===== config.mk =====
export PLATFORM = sky130hd
export DESIGN_NAME = toggle_pulse_conditioner
export DESIGN_NICKNAME = d
export VERILOG_FILES = /design/src/rtl/toggle_pulse_conditioner.sv
export SDC_FILE = /design/constraint.sdc
export NUM_CORES = 1
export LEC_CHECK = 0
export ABC_AREA = 1
export BUFFER_PORTS_ARGS = -buffer_cell sky130_fd_sc_hd__buf_2
export CELL_PAD_IN_SITES_DETAIL_PLACEMENT = 0
export CELL_PAD_IN_SITES_GLOBAL_PLACEMENT = 1
export CORE_ASPECT_RATIO = 1.2
export CORE_MARGIN = 4
export CORE_UTILIZATION = 37
export CTS_CLUSTER_DIAMETER = 40
export DETAILED_ROUTE_END_ITERATION = 10
export GPL_ROUTABILITY_DRIVEN = 0
export PLACE_DENSITY = 0.71
export SLEW_MARGIN = 20
export SYNTH_ARGS = -nofsm -noshare
export SYNTH_HDL_FRONTEND = slang
export SYNTH_SLANG_ARGS = --single-unit
export TNS_END_PERCENT = 20

===== constraint.sdc =====
create_clock -name clk -period 1.05 [get_ports clk]
set_input_delay 0.105 -clock clk [delete_from_list [all_inputs] [get_ports clk]]
set_output_delay 0.105 -clock clk [all_outputs]
set_load 0.005 [all_outputs]

===== src/rtl/toggle_pulse_conditioner.sv =====
// -----------------------------------------------------------------------------
// toggle_pulse_conditioner
//
// Turns a raw, asynchronous, bouncy push-button into a clean one-cycle strobe
// for the T input of a downstream toggle flip-flop. It also provides the
// debounced button level.
//
// Processing chain:
//   btn_in -> two-flop synchronizer -> debounce FSM -> registered one-pulse
//
// Optional feature (macro AUTO_REPEAT_EN):
//   While the button stays accepted, the block issues extra strobes. The first
//   repeat strobe comes REPEAT_DELAY cycles after the press strobe. Later
//   strobes follow every REPEAT_PERIOD cycles. When the macro is undefined the
//   block issues exactly one strobe per accepted press.
//
// Parameters:
//   DEBOUNCE_CYCLES  stable synchronized samples needed to accept an edge (>=2)
//   CNT_W            width of the debounce and repeat counters
//   REPEAT_DELAY     HELD cycles before the first repeat strobe
//   REPEAT_PERIOD    cycles between later repeat strobes (>=2)
//
// Ports:
//   clk        rising-edge clock
//   rst        asynchronous, active-high reset
//   btn_in     raw button, asynchronous to clk, may bounce
//   t_pulse    registered single-cycle toggle strobe
//   btn_level  registered debounced button level
//   busy       high while a press or release is being qualified
// -----------------------------------------------------------------------------
module toggle_pulse_conditioner #(
  parameter int unsigned DEBOUNCE_CYCLES = 4,
  parameter int unsigned CNT_W           = 8,
  parameter int unsigned REPEAT_DELAY    = 8,
  parameter int unsigned REPEAT_PERIOD   = 4
) (
  input  logic clk,
  input  logic rst,
  input  logic btn_in,
  output logic t_pulse,
  output logic btn_level,
  output logic busy
);

  // A debounce window of fewer than two samples cannot work, so it is clamped.
  localparam int unsigned DB_EFF = (DEBOUNCE_CYCLES < 2) ? 2 : DEBOUNCE_CYCLES;
  localparam logic [CNT_W-1:0] CNT_LAST = CNT_W'(DB_EFF - 1);

  typedef enum logic [1:0] {
    IDLE,
    PRESS_WAIT,
    HELD,
    RELEASE_WAIT
  } state_t;

  state_t           state, state_n;
  logic [CNT_W-1:0] cnt, cnt_n;
  logic             t_pulse_n, btn_level_n;
  logic             sync1, btn_s;

`ifdef AUTO_REPEAT_EN
  // Keep repeat strobes at least two cycles apart. This lets the downstream
  // toggle flip-flop see each strobe as a separate event.
  localparam int unsigned RPT_PERIOD_EFF = (REPEAT_PERIOD < 2) ? 2 : REPEAT_PERIOD;
  localparam logic [CNT_W-1:0] RPT_LAST   = CNT_W'(REPEAT_DELAY - 1);
  localparam logic [CNT_W-1:0] RPT_RELOAD = CNT_W'(REPEAT_DELAY - RPT_PERIOD_EFF);

  logic [CNT_W-1:0] rpt, rpt_n;
`else
  logic unused_cfg;
  assign unused_cfg = ^{REPEAT_DELAY, REPEAT_PERIOD};
`endif

  // Two-flop synchronizer. Only btn_s reaches the FSM.
  // NOTE: sequential state uses non-blocking (<=) assignments. Each flop then
  // samples the value from before the clock edge, so sync1 -> btn_s really is
  // two stages and does not collapse into one.
  always_ff @(posedge clk or posedge rst) begin
    if (rst) begin
      sync1 <= 1'b0;
      btn_s <= 1'b0;
    end else begin
      sync1 <= btn_in;
      btn_s <= sync1;
    end
  end

  // State and output registers. The async reset also clears a strobe that is
  // high at that moment.
  always_ff @(posedge clk or posedge rst) begin
    if (rst) begin
      state     <= IDLE;
      cnt       <= '0;
      t_pulse   <= 1'b0;
      btn_level <= 1'b0;
`ifdef AUTO_REPEAT_EN
      rpt       <= '0;
`endif
    end else begin
      state     <= state_n;
      cnt       <= cnt_n;
      t_pulse   <= t_pulse_n;
      btn_level <= btn_level_n;
`ifdef AUTO_REPEAT_EN
      rpt       <= rpt_n;
`endif
    end
  end

  // Next-state logic. The debounce counter returns to zero whenever no
  // qualification window is open. Each wait state loads it with 1 on entry, so
  // it can never pass CNT_LAST.
  // NOTE: every signal gets a default before the case statement. Any path
  // that left one unassigned would infer a latch.
  always_comb begin
    state_n     = state;
    cnt_n       = '0;
    t_pulse_n   = 1'b0;
    btn_level_n = btn_level;
`ifdef AUTO_REPEAT_EN
    rpt_n       = rpt;
`endif
    unique case (state)
      IDLE: begin
        if (btn_s) begin
          state_n = PRESS_WAIT;
          cnt_n   = CNT_W'(1);
        end
      end
      PRESS_WAIT: begin
        if (!btn_s) begin
          state_n = IDLE;               // bounce: drop back silently
        end else if (cnt == CNT_LAST) begin
          state_n     = HELD;
          t_pulse_n   = 1'b1;
          btn_level_n = 1'b1;
`ifdef AUTO_REPEAT_EN
          rpt_n       = '0;
`endif
        end else begin
          cnt_n = cnt + 1'b1;
        end
      end
      HELD: begin
        if (!btn_s) begin
          // Release takes priority over a repeat strobe due in this cycle.
          // rpt keeps its value while the release is being qualified.
          state_n = RELEASE_WAIT;
          cnt_n   = CNT_W'(1);
        end else begin
`ifdef AUTO_REPEAT_EN
          if (rpt == RPT_LAST) begin
            t_pulse_n = 1'b1;
            rpt_n     = RPT_RELOAD;
          end else begin
            rpt_n = rpt + 1'b1;
          end
`endif
        end
      end
      RELEASE_WAIT: begin
        if (btn_s) begin
          state_n = HELD;               // release bounce: no strobe
`ifdef AUTO_REPEAT_EN
          rpt_n   = '0;
`endif
        end else if (cnt == CNT_LAST) begin
          state_n     = IDLE;
          btn_level_n = 1'b0;
        end else begin
          cnt_n = cnt + 1'b1;
        end
      end
      default: state_n = IDLE;
    endcase
  end

  always_comb begin
    busy = (state == PRESS_WAIT) || (state == RELEASE_WAIT);
  end

endmodule


==> qor.yml, run 1 <==
die:
  io_pins: 6
  core_area_um2: 1680
  num_rows: 16
  dieArea_um2: 2590
  fp.dieW_um: 47.2
  initial_utilization_pct: 40.5
  die-height_um: 55.0
setup_path:
  r2r_slack_ps: -80
  crit_path_max_incr_delay_ps: 400
  worstPathCellList: "ha_4 > nand2_2 > nor2_4 > inv_2 > nand2_4 > nor2_1"
  start_kind: "flip-flop"
  r2r_start: "cnt[1]"
  cp-end-kind: "flip-flop"
  critPathRequiredTime_ps: 1230
  reg2reg_depth: 6
  crit_slowest_cell: "dfrtp_1"
  crit_arrival_ps: 1310
  r2r-end: "cnt[6]"
  criticalPathCategory: "flip-flop to flip-flop"
  path_max_fanout: 6
layout:
  multi_input_area_um2: 325
  drive_gt1_share_pct: 37.9
  diodes: 0
  ff_latch_area_um2: 350
  mostFrequentLayoutCells: "nand2_1 (18), dfrtp_1 (14), nor2_1 (13)"
  n_fill_cell: 168
  final_area_um2: 928
  areaGrowthSynthToFinish_pct: 36.4
  final_net_count: 108
  fin_util_pct: 55.2
  layout_commonest_cell: "nand2_1"
logic_synthesis:
  synth_cells: 81
  syn_area_per_cell_um2: 8.40
  yosysWarnings: 0
  synth_cell_type_count: 19
  ys_seq_elements: 14
  ys_seq_area_share_pct: 51.5
  netlist_area_um2: 681
  syn_nets: 85
min_path:
  worstHoldEndpoint: "btn_s"
  hold_depth: 0
  hp-class: "flip-flop to flip-flop"
  hold_start: "sync1"
cts:
  clockBufferDepth: 2
  insertion_delay_ps: 290
  clock_sinks: 14
  cts_root_buffer: "clkbuf_4"
  cts_max_level: 1
  cts_tree: "done"
  numCtsBuffers: 3
  path_clk_slew_ps: 90
timing:
  hold_viol: 0
  setup_violations: 13
  finClkSkew_ps: 5.74
  rsz0062_at_grt: "yes"
  fin_ws_ps: -79.7
  period_needed_ps: 1130
  worst_pin_slew_ps: 573
  drv_slew: 0
  period_share_pct: 108
  relSlewSlack_pct: 61.7
  fin_setup_tns_ps: -698
  max_freq_mhz: 885
grt:
  grt_first_pass_wirelength_um: 2330
  grt_max_degree: 15
  first_global_vias: 560
  grtUsageTotal_pct: 13.2
  antenna_found_initial: 0
  grt_overflow_total: 0
placed_design:
  preCtsSetupSlack_ps: -130
  placed_area_um2: 790
  numPortBuffers: 5
run:
  maxCapViolCount: 0
outcome:
  violations: "setup timing"
  outcome: "complete, but fails checks"
drt:
  dr.pass1.iters: 4
  drc_errors: 0
  vias: 566
  wl_per_cell_um: 11.1
  totalWireLength_um: 1350
  drt_iter0_drc: 14
  ant_nets: 0
  vias_per_cell: 4.68
power:
  leakagePower_nw: 0.473
  p_total_mw: 1.85
  powerDensity_nw_per_um2: 2000
  peakVddDrop_mv: 1.01
## area by class of cell
class,count,share of cell area (%)
Inverter,13,5.26
Sequential cell,14,37.7
Clock buffer,4,3.91
Tap cell,18,2.43
Multi-Input combinational cell,53,35.0
Timing Repair Buffer,19,15.6
## critical path: cells and delay by family (launching register included)
family / cells / cell delay (ps)
and+or+nand+nor: 4 / 370
buffers and inverters: 1 / 70
adders and majority gates: 1 / 180
DFF: 1 / 400
## how the worst max path moves through the flow
| stage | startpoint | cells past startpoint | end |
|---|---|---|---|
| 6_report | cnt[1] | 6 | cnt[6] |
| 5_1_grt | cnt[0] | 6 | cnt[6] |
| 4_1_cts | cnt[0] | 7 | cnt[6] |
| 3_5_place_dp | cnt[0] | 7 | cnt[6] |
| 3_3_place_gp | cnt[0] | 7 | cnt[6] |
| 2_1_floorplan | cnt[0] | 6 | cnt[6] |
## stage by stage
stage / std cells / hold WS, ps
global route: 121 / 392
global placement: 111 / 168
finish: 121 / 356
detailed placement: 111 / 181
CTS: 121 / 355
floorplan: 81 / -5.78
## power by group
part           internal (mW)  total [mW]  switching, mW
clock network          0.211       0.396          0.185
registers              0.642       0.751          0.108
logic                  0.341       0.708          0.367
## metal layers
| metal | wire [um] | up-vias | GRT usage (%) |
|---|---|---|---|
| li1 | - | 287 | - |
| met1 | 589 | 270 | 15.6 |
| met2 | 702 | 5 | 21.9 |
| met3 | 23 | 4 | 1.94 |
| met4 | 31 | 0 | 8.29 |
| met5 | 0 | - | 0 |
## Yosys cell counts, drive strengths merged
master | count | area (um^2)
xor2 | 1 | 8.76
nor3 | 1 | 10.0
nand2 | 23 | 104
dfrtp | 14 | 350
nand4 | 1 | 6.26
o21bai | 1 | 7.51
nand3 | 5 | 25.0
xnor2 | 1 | 8.76
o21ai | 1 | 8.76
nor2 | 17 | 81.3
a21oi | 1 | 5.00
clkbuf | 1 | 3.75
ha | 1 | 12.5
inv | 13 | 48.8
## cell families (layout without fill, tap and decap cells)
kind of cell / Yosys count / count (layout) / synth area share, %
simple gates: 47 / 47 / 33.3
flops: 14 / 14 / 51.5
buf+inv: 14 / 36 / 7.72
compound gates: 3 / 3 / 3.12
xor+xnor: 2 / 2 / 2.57
fa+ha+maj: 1 / 1 / 1.84
## sequential cells by signal, indices dropped and copies added (netlist names), named ones only
name       flops
sync1          1
state          1
t_pulse        1
btn_level      1
cnt            8
btn_s          1
## timing repair
action | in CTS | in global routing
buffers inserted | 4 | 0
pin swaps | 2 | 2
gates resized for setup | 9 | 1
hold buffers | 2 | 0
endpoints found under the hold margin | 15 | 0
endpoints found under the setup margin | 13 | 13
No activity file was read; power rests on OpenSTA's default activity.
==> run 2: changes to the inputs <==
- ABC_AREA: 1 -> 0
- CORE_UTILIZATION: 37 -> 39
- GPL_ROUTABILITY_DRIVEN: 0 -> 1
==> run 2 against run 1 <==
Compared with the run above: the run still ends with setup timing left; sequential power down 6.9%; clock power is 1% lower; first-iteration DRC count down 86%; die area decreased by 9.7%; worst setup slack worse by 220 ps; clock skew shrank 0.74 ps; largest cell class unchanged; maximum frequency shrank 16%.
==> qor.yml, run 2 <==
logic_synthesis:
  synthTopCellsByArea: "dfrtp_1 (55%), a21oi_1 (4.7%), nor4b_4 (3.7%)"
  ys_seq_elements: 14
  syn_area_per_cell_um2: 11.4
  ys_seq_area_share_pct: 55.1
  yosys.area.top_type: "dfrtp_1"
  syn_nets: 60
  netlist_top_cells_count: "dfrtp_1 (14), a21oi_1 (6), inv_1 (3), nand3_1 (3), nor3_1 (3)"
  ys.flop_type: "dfrtp_1"
  synth_top_cell_area_share_pct: 55.1
  yosysWarnings: 0
  async_reset_ff_share_pct: 100
  synth_cell_type_count: 26
  synth_cells: 56
  yosysMostFrequentCell: "dfrtp_1"
  netlist_area_um2: 636
  synth_edf_count: 0
timing:
  rsz0062_at_grt: "yes"
  finClkSkew_ps: 5.00
  max_freq_mhz: 740
  period_needed_ps: 1350
  relSlewSlack_pct: 63.4
  setup_violations: 12
  period_share_pct: 129
  worst_pin_slew_ps: 548
  drv_slew: 0
  hold_viol: 0
  fin_ws_ps: -302
run:
  maxCapViolCount: 0
grt:
  grt_first_pass_wirelength_um: 2610
  grt_max_degree: 15
  antenna_found_initial: 0
  grt_overflow_total: 0
  grtUsageTotal_pct: 15.5
  first_global_vias: 614
die:
  dieArea_um2: 2340
  fp.dieW_um: 44.9
  num_rows: 15
  core_area_um2: 1480
  die-height_um: 52.2
  io_pins: 6
  initial_utilization_pct: 42.9
layout:
  diodes: 0
  areaGrowthSynthToFinish_pct: 50.2
  drive_gt1_share_pct: 57.6
  n_fill_cell: 129
  final_area_um2: 955
  layout_commonest_cell: "buf_4"
  final_net_count: 90
  ff_latch_area_um2: 353
  largest_reg_flops: 8
  mostFrequentLayoutCells: "buf_4 (16), dfrtp_1 (12), a21oi_2 (5)"
  multi_input_area_um2: 328
  top_register: "cnt"
cts:
  numCtsBuffers: 3
  insertion_delay_ps: 280
  clock_sinks: 14
  cts_root_buffer: "clkbuf_4"
  cts_tree: "done"
  path_clk_slew_ps: 90
  clockBufferDepth: 2
  cts_max_level: 1
power:
  powerDensity_nw_per_um2: 2010
  leakagePower_nw: 0.421
  p_total_mw: 1.92
  peakVddDrop_mv: 1.40
placed_design:
  gp_congestion: 0.726
  preCtsSetupSlack_ps: -307
  dp_hpwl_um: 1100
  numPortBuffers: 5
  placed_area_um2: 816
setup_path:
  crit_arrival_ps: 1530
  critPathRequiredTime_ps: 1230
  criticalPathCategory: "flip-flop to flip-flop"
  cp-end-kind: "flip-flop"
  start_kind: "flip-flop"
  path_max_fanout: 2
drt:
  ant_nets: 0
  vias_per_cell: 5.27
  drt_iter0_drc: 2
  wl_per_cell_um: 15.2
  drc_errors: 0
  vias: 538
  totalWireLength_um: 1550
  dr.pass1.iters: 2
outcome:
  outcome: "complete, but fails checks"
  violations: "setup timing"
min_path:
  hp-class: "flip-flop to flip-flop"
## run 2: cell types whose count changed in the layout (fill, tap and decap cells not counted), moves of 5 or more
cell / delta
a21oi_2: +5
nor2_1: -11
nand2_1: -16
inv_1: -7
buf_4: +5
## run 2: kinds of logic after synthesis
logic type / share of synthesized area [%]
adders and majority gates: 1.97
xor gates and xnor gates: 5.51
AOI/OAI and AO/OA: 11.0
and+or+nand+nor: 21.7
muxes: 2.36
DFF: 55.1
buffers and inverters: 2.36
## run 2: through the flow
| stage | cells | TNS, ps | hold slack (ps) | util (%) |
|---|---|---|---|---|
| CTS | 101 | -2320 | 369 | 60.4 |
| detailed placement | 95 | -2340 | 184 | 55.0 |
| global placement | 95 | -2000 | 167 | 55.0 |
| floorplan | 56 | -1540 | -5.78 | - |
| global route | 102 | -3140 | 390 | 64.4 |
| finish | 102 | -2290 | 367 | 64.4 |
## run 2: where the power goes
group | switching (mW) | leakage, nW | internal [mW]
Clock | 0.181 | 0.0210 | 0.211
Combinational | 0.368 | 0.218 | 0.465
Sequential | 0.0653 | 0.182 | 0.633
## run 2: per-layer routing
layer | GRT usage (%) | vias up | routed length [um]
li1 | - | 256 | -
met1 | 16.3 | 271 | 567
met2 | 29.7 | 7 | 912
met3 | 2.41 | 4 | 49
met4 | 5.85 | 0 | 19
met5 | 0 | - | 0
## run 2: area by class of cell
class,count,share of cell area [%]
flip-flops and latches,14,37.0
multi-input cells,38,34.3
repair buffers,26,21.5
clock buffers,4,3.80
well taps,17,2.23
inverters,3,1.18
## run 2: worst max-delay path, cell delays in order (launching register included)
cell and delay [ps]:
dfrtp_1 420, nor4b_2 410, nand2_2 110, mux2_4 300
## run 2: final timing paths
path / start / to / slack (ps) / depth (start not counted)
min in group asynchronous: rst / btn_s / 400 / 3
max: cnt[4] / flip-flop / -300 / 3
max reg2reg: cnt[4] / flip-flop / -300 / 3
max in group asynchronous: rst / cnt[6] / 250 / 3
min reg2reg: sync1 / btn_s / 370 / 0
min: sync1 / btn_s / 370 / 0
## run 2: what timing repair did
action                                  in CTS  in global routing
gates resized for setup                      7                 11
endpoints found under the hold margin       15                  0
pin swaps                                    3                  3
endpoints found under the setup margin      12                 13
buffers inserted                             0                  1
hold buffers                                 2                  0
cloned                                       0                  0
==> run 3: changes to the inputs <==
- CTS_BUF_LIST: not set -> sky130_fd_sc_hd__clkbuf_16
- SKIP_LAST_GASP: not set -> 1
==> run 3 against run 2 <==
Compared with the run above: the flow still finishes with violations (setup timing); non-clock buffer count shrank 1; register-to-register slack is essentially flat; cell area shrank 1.0%; final cell count shrank 0.98%; sequential share of layout area grew 0.13 points; combinational power shrank 13%; count of clock-buffer cells in the layout shrank 1; maximum frequency grew 0.90%; critical path type unchanged; via count grew 0.19%; core utilization shrank 0.68 points.
==> qor.yml, run 3 (same netlist as run 2, synthesis figures left out) <==
grt:
  grt_overflow_total: 0
  grt_use_met2_pct: 31.1
  first_global_vias: 603
  grtUsageTotal_pct: 15.6
  use_met3_pct: 3.44
  antenna_found_initial: 0
  grt_max_degree: 15
  use_met1_pct: 14.7
  top_usage_layer: "met2"
  grt_first_pass_wirelength_um: 2610
drt:
  vias: 539
  wl_per_cell_um: 14.2
  totalWireLength_um: 1430
  drc_errors: 0
  drt_iter0_drc: 4
  ant_nets: 0
  vias_per_cell: 5.34
  dr.pass1.iters: 3
layout:
  mostFrequentLayoutCells: "buf_4 (18), dfrtp_1 (14), a21oi_1 (5), buf_2 (5)"
  final_area_um2: 945
  instances_no_fill: 101
  fin_util_pct: 63.7
  layout_commonest_cell: "buf_4"
  top_register: "cnt"
  largest_reg_flops: 8
  areaGrowthSynthToFinish_pct: 48.6
  drive_gt1_share_pct: 44.0
  diodes: 0
  final_net_count: 89
timing:
  hold_viol: 0
  period_share_pct: 128
  period_needed_ps: 1340
  setup_violations: 12
  drv_slew: 0
  fin_ws_ps: -290
  max_freq_mhz: 746
  whs_ps: 358
  worst_pin_slew_ps: 530
  finClkSkew_ps: 2.55
  relSlewSlack_pct: 64.7
  rsz0062_at_grt: "yes"
outcome:
  outcome: "complete, but fails checks"
  violations: "setup timing"
setup_path:
  criticalPathCategory: "flip-flop to flip-flop"
  critPathRequiredTime_ps: 1170
  r2r_slack_ps: -290
  start_kind: "flip-flop"
  r2r_start: "cnt[1]"
  path_max_fanout: 3
  crit_start: "cnt[1]"
  reg2reg_depth: 4
  cp-end-kind: "flip-flop"
  crit_arrival_ps: 1460
placed_design:
  placed_area_um2: 816
  gp_congestion: 0.726
  numPlacedInstances: 95
  dp_hpwl_um: 1100
  numPortBuffers: 5
die:
  initial_utilization_pct: 42.9
  fp.dieW_um: 44.9
  dieArea_um2: 2340
  io_pins: 6
  core_area_um2: 1480
  die-height_um: 52.2
  num_rows: 15
cts:
  path_clk_slew_ps: 50
  clockBufferDepth: 2
  cts_tree: "done"
  insertion_delay_ps: 240
  cts_setup_buffers: 0
  clock_sinks: 14
  cts_max_level: 1
  numCtsBuffers: 3
  cts_root_buffer: "clkbuf_16"
power:
  leakagePower_nw: 0.432
  peakVddDrop_mv: 1.43
  p_total_mw: 2.14
  powerDensity_nw_per_um2: 2270
min_path:
  hold_depth: 0
  hp-class: "flip-flop to flip-flop"
  hold_start: "sync1"
  worstHoldEndpoint: "btn_s"
run:
  maxCapViolCount: 0
run 3: cell count changes in the layout (fill, tap and decap cells not counted), moves of 2 or more:
cell       delta
dfrtp_1       +2
dfrtp_2       -2
a21oi_1       +4
buf_6         -4
nand3_1       +2
clkbuf_16     +3
nand3_2       -2
a21oi_2       -4
clkbuf_4      -3
buf_4         +2
run 3: layout make-up:
cell class                      count  area, um^2
Fill cell                         116         538
Multi-Input combinational cell     38         303
Clock buffer                        3        75.1
Inverter                            3        11.3
Timing Repair Buffer               25         180
Sequential cell                    14         350
Clock inverter                      1        3.75
Tap cell                           17        21.3
run 3: report_power, final:
part	switching (mW)	internal (mW)	total, mW
combinational	0.311	0.409	0.720
clock	0.209	0.503	0.712
sequential	0.0753	0.636	0.712
run 3: per-stage QoR:
| stage | worst slack, ps | TNS, ps |
|---|---|---|
| after floorplan | -321 | -1540 |
| after global placement | -282 | -2000 |
| after detailed placement | -307 | -2340 |
| after CTS | -338 | -2640 |
| after global routing | -357 | -3150 |
| final | -290 | -2280 |
run 3: how the worst max path moves through the flow:
stage | to | cells past startpoint
finish | flip-flop | 4
global route | flip-flop | 4
CTS | flip-flop | 4
detailed placement | flip-flop | 4
global placement | flip-flop | 3
floorplan | flip-flop | 4
run 3: per-layer routing:
layer | vias up | wire length, um | share of wire [%]
met4 | 0 | 6 | 0.42
li1 | 257 | - | -
met1 | 275 | 545 | 38
met2 | 5 | 843 | 59
met5 | - | 0 | 0
met3 | 2 | 35 | 2.4
run 3: critical path, cell delays in order, from the launching register on:
cell     delay [ps]
dfrtp_1         380
ha_4            160
nor4b_4         270
nand2_2         100
mux2_4          310
run 3: what timing repair did:
| item | CTS | global route |
|---|---|---|
| pin swaps | 1 | 3 |
| endpoints found under the setup margin | 12 | 12 |
| hold buffers | 2 | 0 |
| endpoints found under the hold margin | 15 | 0 |
| gates resized for setup | 2 | 3 |
